## config.mk

```make
export PLATFORM = sky130hd
export DESIGN_NAME = rand_range_flat
export DESIGN_NICKNAME = d
export VERILOG_FILES = /design/src/rtl/rand_range_if.sv /design/src/rtl/rand_range.sv /design/src/flat_wrapper.sv
export SDC_FILE = /design/constraint.sdc
export NUM_CORES = 1
export LEC_CHECK = 0
export BUFFER_PORTS_ARGS = -buffer_cell sky130_fd_sc_hd__buf_2
export CAP_MARGIN = 0
export CELL_PAD_IN_SITES_DETAIL_PLACEMENT = 1
export CELL_PAD_IN_SITES_GLOBAL_PLACEMENT = 1
export CORE_MARGIN = 1.5
export CORE_UTILIZATION = 30
export CTS_CLUSTER_DIAMETER = 120
export DETAILED_ROUTE_END_ITERATION = 12
export GPL_TIMING_DRIVEN = 0
export PLACE_DENSITY = 0.64
export SLEW_MARGIN = 5
export SYNTH_ARGS = -nofsm -noshare
export SYNTH_HDL_FRONTEND = slang
export SYNTH_SLANG_ARGS = --single-unit
```

## constraint.sdc

```tcl
create_clock -name clk -period 5.44 [get_ports clk]
set_input_delay 0.816 -clock clk [delete_from_list [all_inputs] [get_ports clk]]
set_output_delay 0.816 -clock clk [all_outputs]
set_load 0.02 [all_outputs]
```

## src/rtl/rand_range_if.sv

```systemverilog
// Request/result bundle for rand_range.
// The master side issues requests and consumes results; the slave side is the
// range reducer itself.
interface rand_range_if #(
  parameter int W = 16
);
  logic         start;
  logic [W-1:0] limit;
  logic         busy;
  logic         out_valid;
  logic         out_ready;
  logic [W-1:0] out_data;
  logic         out_fallback;
  logic         out_err;
  logic [15:0]  rej_cnt;

  modport master (
    output start, limit, out_ready,
    input  busy, out_valid, out_data, out_fallback, out_err, rej_cnt
  );

  modport slave (
    input  start, limit, out_ready,
    output busy, out_valid, out_data, out_fallback, out_err, rej_cnt
  );
endinterface

```

## src/rtl/rand_range.sv

```systemverilog
// rand_range: turns a free-running 32-bit random word into an unbiased integer
// in [0, limit) by masked rejection sampling. The low W bits of rnd are masked
// down to the smallest all-ones pattern covering limit-1; candidates >= limit
// are rejected. After MAX_TRY rejections the last candidate minus limit is
// returned instead, which is always in range because mask < 2*limit.
module rand_range #(
  parameter int W       = 16,
  parameter int MAX_TRY = 8
) (
  input  logic        clk,
  input  logic        rst,
  input  logic [31:0] rnd,
  rand_range_if.slave bus
);

  typedef enum logic [1:0] {
    IDLE  = 2'd0,
    SETUP = 2'd1,
    DRAW  = 2'd2,
    DONE  = 2'd3
  } state_t;

  localparam logic [W-1:0] ZERO     = {W{1'b0}};
  localparam logic [W-1:0] ONE      = W'(1);
  localparam logic [7:0]   LAST_TRY = 8'(MAX_TRY - 1);
  localparam logic [15:0]  REJ_MAX  = 16'hFFFF;

  // Smallest 2^k-1 that is >= v: propagate the highest set bit downwards.
  function automatic logic [W-1:0] smear(input logic [W-1:0] v);
    logic [W-1:0] r;
    r = v;
    for (int s = 1; s < W; s = s * 2) begin
      r = r | (r >> s);
    end
    return r;
  endfunction

  // Saturating increment for the rejection statistic.
  function automatic logic [15:0] sat_inc(input logic [15:0] v);
    logic [15:0] r;
    if (v == REJ_MAX) begin
      r = v;
    end else begin
      r = v + 16'd1;
    end
    return r;
  endfunction

  state_t       state,    state_nx;
  logic [W-1:0] lim,      lim_nx;
  logic [W-1:0] mask,     mask_nx;
  logic [7:0]   try_cnt,  try_nx;
  logic [W-1:0] data,     data_nx;
  logic         valid,    valid_nx;
  logic         fallback, fallback_nx;
  logic         err,      err_nx;
  logic [15:0]  rej,      rej_nx;
  logic         busy,     busy_nx;
  logic [W-1:0] cand;

  // The bits above W are never consumed; fold them into a named sink.
  generate
    if (W < 32) begin : g_unused
      logic unused_rnd_hi;
      assign unused_rnd_hi = ^rnd[31:W];
    end
  endgenerate

  // Next-state and next-output logic for the request FSM.
  always_comb begin
    state_nx    = state;
    lim_nx      = lim;
    mask_nx     = mask;
    try_nx      = try_cnt;
    data_nx     = data;
    valid_nx    = valid;
    fallback_nx = fallback;
    err_nx      = err;
    rej_nx      = rej;
    cand        = rnd[W-1:0] & mask;

    case (state)
      IDLE: begin
        if (bus.start) begin
          lim_nx   = bus.limit;
          try_nx   = 8'd0;
          state_nx = SETUP;
        end else begin
          state_nx = IDLE;
        end
      end

      SETUP: begin
        if (lim == ZERO) begin
          // An empty range cannot be sampled: report it as an error result.
          data_nx     = ZERO;
          err_nx      = 1'b1;
          fallback_nx = 1'b0;
          valid_nx    = 1'b1;
          state_nx    = DONE;
        end else begin
          mask_nx  = smear(lim - ONE);
          state_nx = DRAW;
        end
      end

      DRAW: begin
        if (cand < lim) begin
          data_nx     = cand;
          fallback_nx = 1'b0;
          err_nx      = 1'b0;
          valid_nx    = 1'b1;
          state_nx    = DONE;
        end else begin
          rej_nx = sat_inc(rej);
          try_nx = try_cnt + 8'd1;
          if (try_cnt == LAST_TRY) begin
            // Out of retries: fold the rejected candidate back into range.
            data_nx     = cand - lim;
            fallback_nx = 1'b1;
            err_nx      = 1'b0;
            valid_nx    = 1'b1;
            state_nx    = DONE;
          end else begin
            state_nx = DRAW;
          end
        end
      end

      DONE: begin
        if (bus.out_ready) begin
          valid_nx = 1'b0;
          state_nx = IDLE;
        end else begin
          state_nx = DONE;
        end
      end

      default: begin
        valid_nx = 1'b0;
        state_nx = IDLE;
      end
    endcase

    busy_nx = (state_nx != IDLE);
  end

  // State and output registers; reset discards any request in flight.
  always_ff @(posedge clk or negedge rst) begin
    if (!rst) begin
      state    <= IDLE;
      lim      <= ZERO;
      mask     <= ZERO;
      try_cnt  <= 8'd0;
      data     <= ZERO;
      valid    <= 1'b0;
      fallback <= 1'b0;
      err      <= 1'b0;
      rej      <= 16'd0;
      busy     <= 1'b0;
    end else begin
      state    <= state_nx;
      lim      <= lim_nx;
      mask     <= mask_nx;
      try_cnt  <= try_nx;
      data     <= data_nx;
      valid    <= valid_nx;
      fallback <= fallback_nx;
      err      <= err_nx;
      rej      <= rej_nx;
      busy     <= busy_nx;
    end
  end

  assign bus.busy         = busy;
  assign bus.out_valid    = valid;
  assign bus.out_data     = data;
  assign bus.out_fallback = fallback;
  assign bus.out_err      = err;
  assign bus.rej_cnt      = rej;

endmodule

```

## src/flat_wrapper.sv

```systemverilog
// flat-port wrapper written by rule: the top's interface ports become plain ports
module rand_range_flat 
#(
  parameter int W       = 16,
  parameter int MAX_TRY = 8
)
  (clk, rst, rnd, bus_start, bus_limit, bus_out_ready, bus_busy, bus_out_valid, bus_out_data, bus_out_fallback, bus_out_err, bus_rej_cnt);
  rand_range_if #(.W(W)) bus_i ();
  input  logic clk;
  input  logic rst;
  input  logic [31:0] rnd;
  input wire logic [$bits(bus_i.start)-1:0] bus_start;
  input wire logic [$bits(bus_i.limit)-1:0] bus_limit;
  input wire logic [$bits(bus_i.out_ready)-1:0] bus_out_ready;
  output wire logic [$bits(bus_i.busy)-1:0] bus_busy;
  output wire logic [$bits(bus_i.out_valid)-1:0] bus_out_valid;
  output wire logic [$bits(bus_i.out_data)-1:0] bus_out_data;
  output wire logic [$bits(bus_i.out_fallback)-1:0] bus_out_fallback;
  output wire logic [$bits(bus_i.out_err)-1:0] bus_out_err;
  output wire logic [$bits(bus_i.rej_cnt)-1:0] bus_rej_cnt;
  assign bus_i.start = bus_start;
  assign bus_i.limit = bus_limit;
  assign bus_i.out_ready = bus_out_ready;
  assign bus_busy = bus_i.busy;
  assign bus_out_valid = bus_i.out_valid;
  assign bus_out_data = bus_i.out_data;
  assign bus_out_fallback = bus_i.out_fallback;
  assign bus_out_err = bus_i.out_err;
  assign bus_rej_cnt = bus_i.rej_cnt;
  rand_range #(.W(W), .MAX_TRY(MAX_TRY)) u_core (.clk(clk), .rst(rst), .rnd(rnd), .bus(bus_i));
endmodule
```

* After elaboration in Yosys (flattened, before gate mapping)
Cells that the tools add are included.
W data, S select, Z words.
** Cells by class
- $add $sub $neg :: 4
- $lt $le $gt $ge :: 1
- Eq/ne operators :: 10
- Muxes and demuxes :: 24
- Bitwise operators :: 8
- Reduce and logical (&&, ||, !) cells :: 12
** Operator list (count)
- $mux W16 :: 3
- $pmux W16 S2 :: 1
- $add A16 B1 Y16 const B :: 1
- $and A16 B16 Y16 :: 1
- $eq A16 B16 Y1 const B :: 1
- $logic_not A16 Y1 :: 1
- $lt A16 B16 Y1 :: 1
- $mux W8 :: 2
- $or A16 B12 Y16 :: 1
- $or A16 B14 Y16 :: 1
- $or A16 B15 Y16 :: 1
- $or A16 B8 Y16 :: 1
- $pmux W8 S2 :: 1
- $sub A16 B1 Y16 const B :: 1
- $sub A16 B16 Y16 :: 1
- $mux W1 :: 11
- $reduce_and A3 Y1 :: 3
- $add A8 B1 Y8 const B :: 1
- $eq A8 B3 Y1 const B :: 1
- $pmux W2 S4 :: 1
- $ne A2 B2 Y1 const B :: 3
- $reduce_bool A2 Y1 :: 3
- $eq A2 B2 Y1 const B :: 2
- $mux W2 :: 2
- other kinds (10) :: 14
** Word-level totals
- Register bits after elaboration :: 78
- Output and inout bits :: 36
- Logic and storage cells :: 69

* Depth between registers and ports, before layout
Gate-level depths: netlist (run 1).
- Depth in word-level cells :: 5
- Gate-level depth with buffers :: 12
- Depth with buffers taken out :: 10

* Worst setup path before layout (run 1)
No wires, ideal clock.
- Path type :: input to register
- Start point :: in rnd[7]
- End point :: reg u_core.data[0] (netlist: u_core.bus.out_data[0])
- Setup time :: 122 ps
- Data arrival time :: 3143 ps
- Setup slack :: 2176 ps
- Stages :: 9
- Buffers on the path :: 2
- Cell sequence :: and2_1 ha_1 a2111o_1 o21a_1 o31ai_1 clkbuf_1 clkbuf_1 nand2_1 a32o_1
** On the way
- Longest elaborated chain between the ends :: 4
** RTL lines
- from (decl) :: RTL line flat_wrapper.sv:11 : input logic [31:0] rnd;
- $and A16 B16 Y16 * :: RTL line rand_range.sv:80 : cand = rnd[W-1:0] & mask;
- $lt A16 B16 Y1 * :: RTL line rand_range.sv:108 : if (cand < lim) begin
- $ne A3 B1 Y1 (no source line) / $mux W16 (equally long branches)
- $reduce_and A3 Y1 (no source line) / $pmux W16 S2 (equally long branches)
- to (signal assigned) :: RTL line rand_range.sv:166 : data <= data_nx;
- to (decl) :: RTL line rand_range.sv:53 : logic [W-1:0] data, data_nx;
Mark *: on every way between the ends. The rest lies on a longest branch, timed or not.
A chain may end at the register's enable or synchronous reset.

* Final worst setup path (run 1)
- Start point :: in rnd[12]
- End point :: reg u_core.data[0] (netlist: u_core.bus.out_data[0])
Same word-level chain as after synthesis.

==> results.py, run 1 <==
metrics = {
    "run_status": {
        "run_status": "finished, final reports clean",
    },
    "worst_setup_path": {
        "cp.required_ns": 5.67,
        "start_kind": "input port",
        "cp-end-kind": "flip-flop",
        "crit_type": "in2reg",
        "cp_max_fo": 10,
        "crit_arrival_ns": 3.94,
    },
    "power": {
        "p_per_area_nw_per_um2": 574,
        "p_leak_uw": 0.00248,
        "ir_drop_v": 0.000197,
    },
    "routing": {
        "drt_iter0_markers": 149,
        "antenna_left": 0,
        "drc": 0,
        "wl_um": 12700,
        "viasPerCell": 5.00,
        "dr_total_vias": 3963,
        "firstDrtPassIters": 4,
        "post_drt_wl_per_cell_um": 16.1,
    },
    "synth": {
        "synth-seq-area-share_pct": 41.4,
        "synthArstFlopShare_pct": 100,
        "synthXorXnorAreaFrac_pct": 5.76,
        "synth_seq_cells": 78,
        "synthSimpleGateAreaFrac_pct": 19.0,
        "post-synth-top-count-cell": "dfrtp_1",
        "netlist_top_cells_area": "dfrtp_1, ha_1, xnor2_1",
        "syn_area_per_cell_um2": 9.55,
        "synth_mux_area_share_pct": 4.91,
        "synth_cells": 494,
        "synth_top_area_share_pct": 41.4,
        "syn_area_um2": 4720,
        "synth_top_family_by_area": "simple AND/OR/NAND/NOR gates",
        "synth_cell_types": 59,
        "synth_nets": 571,
        "synthAdderAreaFrac_pct": 6.79,
        "synth_ff_type": "dfrtp_1",
        "yosysWarnings": 0,
        "synth_compound_area_share_pct": 18.9,
        "yosys-top-cells-count": "dfrtp_1, nand2_1, nor2_1",
        "synth_edf_count": 0,
        "synth_area_leader_cell": "dfrtp_1",
    },
    "cts": {
        "clk_pin_slew_ns": 0.06,
        "cts_setup_buffers": 0,
        "cts_num_sinks": 78,
        "numCtsBuffers": 9,
        "cts_tree": "done",
        "clock_latency_ns": 0.34,
        "clockBufferDepth": 2,
        "htreeDepth": 3,
        "cts-root-buf": "clkbuf_16",
        "postCtsResizedCells": 0,
        "hold_buffers": 0,
    },
    "sta": {
        "tightest_slew_ns": 0.757,
        "hold_viol_final": 0,
        "finalSetupViolCount": 0,
        "setup_slack_ns": 1.73,
        "skew_ns": 0.00773,
        "period_minus_slack_ns": 3.71,
        "slew_violations": 0,
        "slew-limit-headroom_pct": 49.1,
        "rsz0062_at_grt": "no",
        "min_period_over_period_pct": 68.2,
        "setup_tns_ns": 0,
        "fmax_ghz": 0.270,
    },
    "floorplan": {
        "dieArea_um2": 16500,
        "core_area_um2": 15300,
        "die_w_um": 128,
        "io_pins": 88,
        "fp-row-count": 45,
        "initial_core_util_pct": 30.9,
        "die_y_um": 128,
    },
    "grt": {
        "grt_pass1_wl_um": 21300,
        "grt_max_degree": 49,
        "grtUsageTotal_pct": 16.4,
        "antenna_found_initial": 0,
        "grt_pass1_vias": 4165,
        "grt_overflow": 0,
    },
    "placed_design": {
        "port_buffers": 71,
        "gp_congestion": 0.822,
        "post-place-ws_ns": 1.40,
        "dpl.hpwl_um": 10200,
    },
    "flow_run": {
        "drv_cap": 0,
    },
    "finish": {
        "drive_gt1_share_pct": 20.3,
        "synthToLayoutAreaGrowth_pct": 19.8,
        "fin_nets": 654,
        "insertedDiodeCount": 0,
    },
    "min_path": {
        "hold_path_class": "in2async",
    },
}
## final cells by class
cell class	count	area [µm²]
repair buffers	72	385
well taps	211	264
clock buffers	12	256
fillers	1769	9610
plain buffers	13	50.0
inverters	27	101
clock inverters	4	30.0
multi-input cells	376	2610
flip-flops and latches	78	1950
## metrics by stage
step / instance area, µm² / util (%) / hold slack [ns] / instances / total power (µW)
finish: 5650 / 37.0 / 0.415 / 793 / 3240
global route: 5650 / 37.0 / 0.450 / 793 / 3520
CTS: 5650 / 37.0 / 0.428 / 793 / 3280
detailed placement: 5370 / 35.2 / 0.466 / 777 / 2680
global placement: 5340 / 35.0 / 0.460 / 776 / 2610
floorplan: 4720 / - / 0.456 / 494 / 2170
## cells in the final DEF, fill, tap and decap left out, types with 13 or more instances in the layout
cell,n
mux2_2,17
clkbuf_1,13
nand3_1,15
xnor2_1,26
inv_1,26
dfrtp_1,78
buf_2,71
nand2_1,43
nor2_1,40
ha_1,24
a21oi_1,20
and2_1,16
o21ai_0,39
## path summary, 6_finish.rpt
kind,startpoint,slack [ns],endpoint,cells past startpoint
worst max-delay path,rnd[12],1.73,u_core.bus.out_data[0]$_DFFE_PN0P_,11
worst min-delay path,rst,0.41,u_core.lim[4]$_DFFE_PN0P_,1
worst max register to register,u_core.mask[12]$_DFFE_PN0P_,1.96,u_core.bus.out_data[0]$_DFFE_PN0P_,10
worst min register to register,u_core.bus.out_data[8]$_DFFE_PN0P_,0.47,u_core.bus.out_data[8]$_DFFE_PN0P_,2
max in group asynchronous,rst,4.44,u_core.bus.rej_cnt[4]$_DFFE_PN0P_,2
min in group clk,u_core.bus.out_data[8]$_DFFE_PN0P_,0.47,u_core.bus.out_data[8]$_DFFE_PN0P_,2
## worst max-delay path, stage by stage
cell      delay [ns]
buf_2           0.11
and2_1          0.19
ha_1            0.32
o21ai_0         0.51
a211oi_1        0.11
o21a_1          0.18
o31ai_1         0.44
clkbuf_1        0.45
clkbuf_1        0.40
nand2_1         0.11
a32o_1          0.27
## flip-flops by register name (all words and copies together) (netlist names)
name	cells
u_core.bus.busy	1
u_core.bus.out_valid	1
u_core.bus.out_fallback	1
u_core.state	2
u_core.bus.out_err	1
u_core.lim	16
u_core.try_cnt	8
u_core.bus.out_data	16
u_core.bus.rej_cnt	16
u_core.mask	16
## metal layers
| metal | GRT usage (%) | part of all wire (%) |
|---|---|---|
| met1 | 22.7 | 49 |
| met5 | 0 | 0 |
| met4 | 5.16 | 1.2 |
| met3 | 2.04 | 2.6 |
| met2 | 26.8 | 47 |
## power by group
part	switching (µW)	total, µW	internal (µW)	leakage [µW]
Combinational	1080	1750	667	0.00139
Sequential	165	915	750	0.000942
Clock	246	582	336	0.000139
## cell families (layout without fill, tap and decap cells)
kind of cell,count (synthesis),in the layout
xor gates and xnor gates,31,31
and+or+nand+nor,172,172
AOI/OAI and AO/OA,127,127
muxes,21,21
adders and majority gates,25,25
buffers and inverters,40,128
DFF,78,78
Note: power is estimated with default switching activity, not from simulation.
==> run 2: changes to the inputs <==
PLACE_DENSITY = 0.66   (was 0.64)
clock period = 3.3 ns   (was 5.44 ns; I/O delays follow)
==> results.py, run 2 (synthesis gave the netlist of run 1 again) <==
metrics = {
    "run_status": {
        "run_status": "finished, final reports clean",
    },
    "worst_setup_path": {
        "path_common_cell": "clkbuf_2",
        "crit_family": "compound AO/OA/AOI/OAI gates",
        "cp.required_ns": 3.54,
        "crit_type": "reg2reg",
        "r2r_start": "u_core.lim[0]$_DFFE_PN0P_",
        "start_kind": "flip-flop",
        "crit_arrival_ns": 3.28,
        "cp_max_fo": 10,
        "worstPathCellList": "ha_1 -> fa_1 -> nor2b_1 -> o31a_1 -> o21a_1 -> o31ai_2 -> buf_4 -> o21ai_1 -> clkbuf_2 -> clkbuf_2 -> nand2_1 -> o31ai_1",
        "crit_path_top_delay_cell": "dfrtp_1",
        "cp-end-kind": "flip-flop",
        "max_stage_delay_ns": 0.44,
        "crit_start": "u_core.lim[0]$_DFFE_PN0P_",
        "crit_buf_inv": 3,
    },
    "cts": {
        "cts_tree": "done",
        "cts_num_sinks": 78,
        "numCtsBuffers": 9,
        "htreeDepth": 3,
        "clockBufferDepth": 2,
        "hold_buffers": 0,
        "cts-root-buf": "clkbuf_16",
        "clock_latency_ns": 0.34,
        "clk_pin_slew_ns": 0.06,
    },
    "power": {
        "p_per_area_nw_per_um2": 946,
        "seq_power_share_pct": 28.2,
        "swShare_pct": 46.1,
        "switchingPower_uw": 2460,
        "p_leak_uw": 0.00247,
        "ir_drop_v": 0.000411,
        "p_clk_share_pct": 16.6,
        "intPower_uw": 2890,
        "pwr-share-comb_pct": 55.2,
    },
    "finish": {
        "drive_gt1_share_pct": 21.7,
        "most-common-layout-cells": "dfrtp_1, buf_2, nand2_1",
        "mostFrequentLayoutCell": "dfrtp_1",
        "fin_nets": 654,
        "final_util_pct": 37.1,
        "insertedDiodeCount": 0,
        "fin_cells": 792,
        "synthToLayoutAreaGrowth_pct": 19.9,
    },
    "floorplan": {
        "die_y_um": 128,
        "initial_core_util_pct": 30.9,
        "core_area_um2": 15300,
        "dieArea_um2": 16500,
        "io_pins": 88,
        "die_w_um": 128,
        "fp-row-count": 45,
    },
    "sta": {
        "min_period_over_period_pct": 92.2,
        "skew_ns": 0.00391,
        "slew_violations": 0,
        "fmax_ghz": 0.329,
        "hold_viol_final": 0,
        "setup_slack_ns": 0.258,
        "slew-limit-headroom_pct": 44.1,
        "setup_tns_ns": 0,
        "tightest_slew_ns": 0.828,
        "fin_hold_ws_ns": 0.125,
        "finalSetupViolCount": 0,
        "period_minus_slack_ns": 3.04,
    },
    "placed_design": {
        "place_inst": 777,
        "gp_congestion": 0.817,
        "post-place-ws_ns": -0.495,
        "port_buffers": 71,
        "dpl.hpwl_um": 10200,
    },
    "grt": {
        "antenna_found_initial": 0,
        "grt_max_degree": 41,
        "grt_pass1_wl_um": 21200,
        "grt_pass1_vias": 4143,
        "grt_overflow": 0,
        "grtUsageTotal_pct": 16.4,
    },
    "routing": {
        "post_drt_wl_per_cell_um": 16.1,
        "wl_um": 12700,
        "drt_iter0_markers": 154,
        "drc": 0,
        "antenna_left": 0,
        "firstDrtPassIters": 4,
        "dr_total_vias": 3967,
        "viasPerCell": 5.01,
    },
    "min_path": {
        "hold_path_class": "in2async",
    },
    "flow_run": {
        "drv_cap": 0,
    },
}
-- run 2: changes by cell type in the layout (fill, tap and decap cells not counted), sizes merged --
cell | previous run | this run
inv | 27 | 26
buf | 73 | 74
clkbuf | 24 | 22
clkinvlp | 1 | 2
-- run 2: metrics by stage --
stage | cell area [µm²] | power, µW
after floorplan | 4720 | 3570
after global placement | 5340 | 4300
after detailed placement | 5360 | 4400
after CTS | 5630 | 5350
after global routing | 5660 | 5810
final | 5660 | 5350
-- run 2: cell type report --
| type | instances | area, µm² |
|---|---|---|
| fillers | 1807 | 9600 |
| inverters | 27 | 101 |
| clock buffers | 11 | 233 |
| well taps | 211 | 264 |
| plain buffers | 12 | 56.3 |
| multi-input cells | 376 | 2640 |
| clock inverters | 4 | 25.0 |
| flip-flops and latches | 78 | 1950 |
| repair buffers | 73 | 385 |
-- run 2: final timing paths --
check / to / slack, ns / depth (start not counted)
min: u_core.lim[3]$_DFFE_PN0P_ / 0.12 / 1
min in group clk: u_core.lim[3]$_DFFE_PN0P_ / 0.38 / 2
min reg2reg: u_core.bus.out_data[3]$_DFFE_PN0P_ / 0.48 / 2
max in group asynchronous: u_core.bus.rej_cnt[4]$_DFFE_PN0P_ / 2.57 / 2
max: u_core.bus.out_data[7]$_DFFE_PN0P_ / 0.26 / 12
max reg2reg: u_core.bus.out_data[7]$_DFFE_PN0P_ / 0.26 / 12
-- run 2: per-layer routing --
layer | GRT usage, % | routed length (µm) | up-vias
li1 | - | - | 1960
met2 | 27.1 | 5980 | 65
met3 | 2.29 | 377 | 12
met5 | 0 | 0 | -
met4 | 6.48 | 200 | 0
met1 | 21.8 | 6170 | 1930
-- run 2: power groups by stage --
| stage | clock [µW] | sequential, µW | combinational, µW |
|---|---|---|---|
| 6_report | 891 | 1510 | 2950 |
| 5_1_grt | 952 | 1560 | 3300 |
| 3_5_place_dp | 0 | 1530 | 2880 |
| 2_1_floorplan | 0 | 1600 | 1980 |
| 3_3_place_gp | 0 | 1510 | 2790 |
| 4_1_cts | 923 | 1510 | 2920 |
-- run 2: what timing repair did --
action,4_1_cts,5_1_grt
pin swaps,0,1
endpoints found under the setup margin,21,32
setup buffers,0,1
resized for setup,6,10
endpoints found under the hold margin,0,0
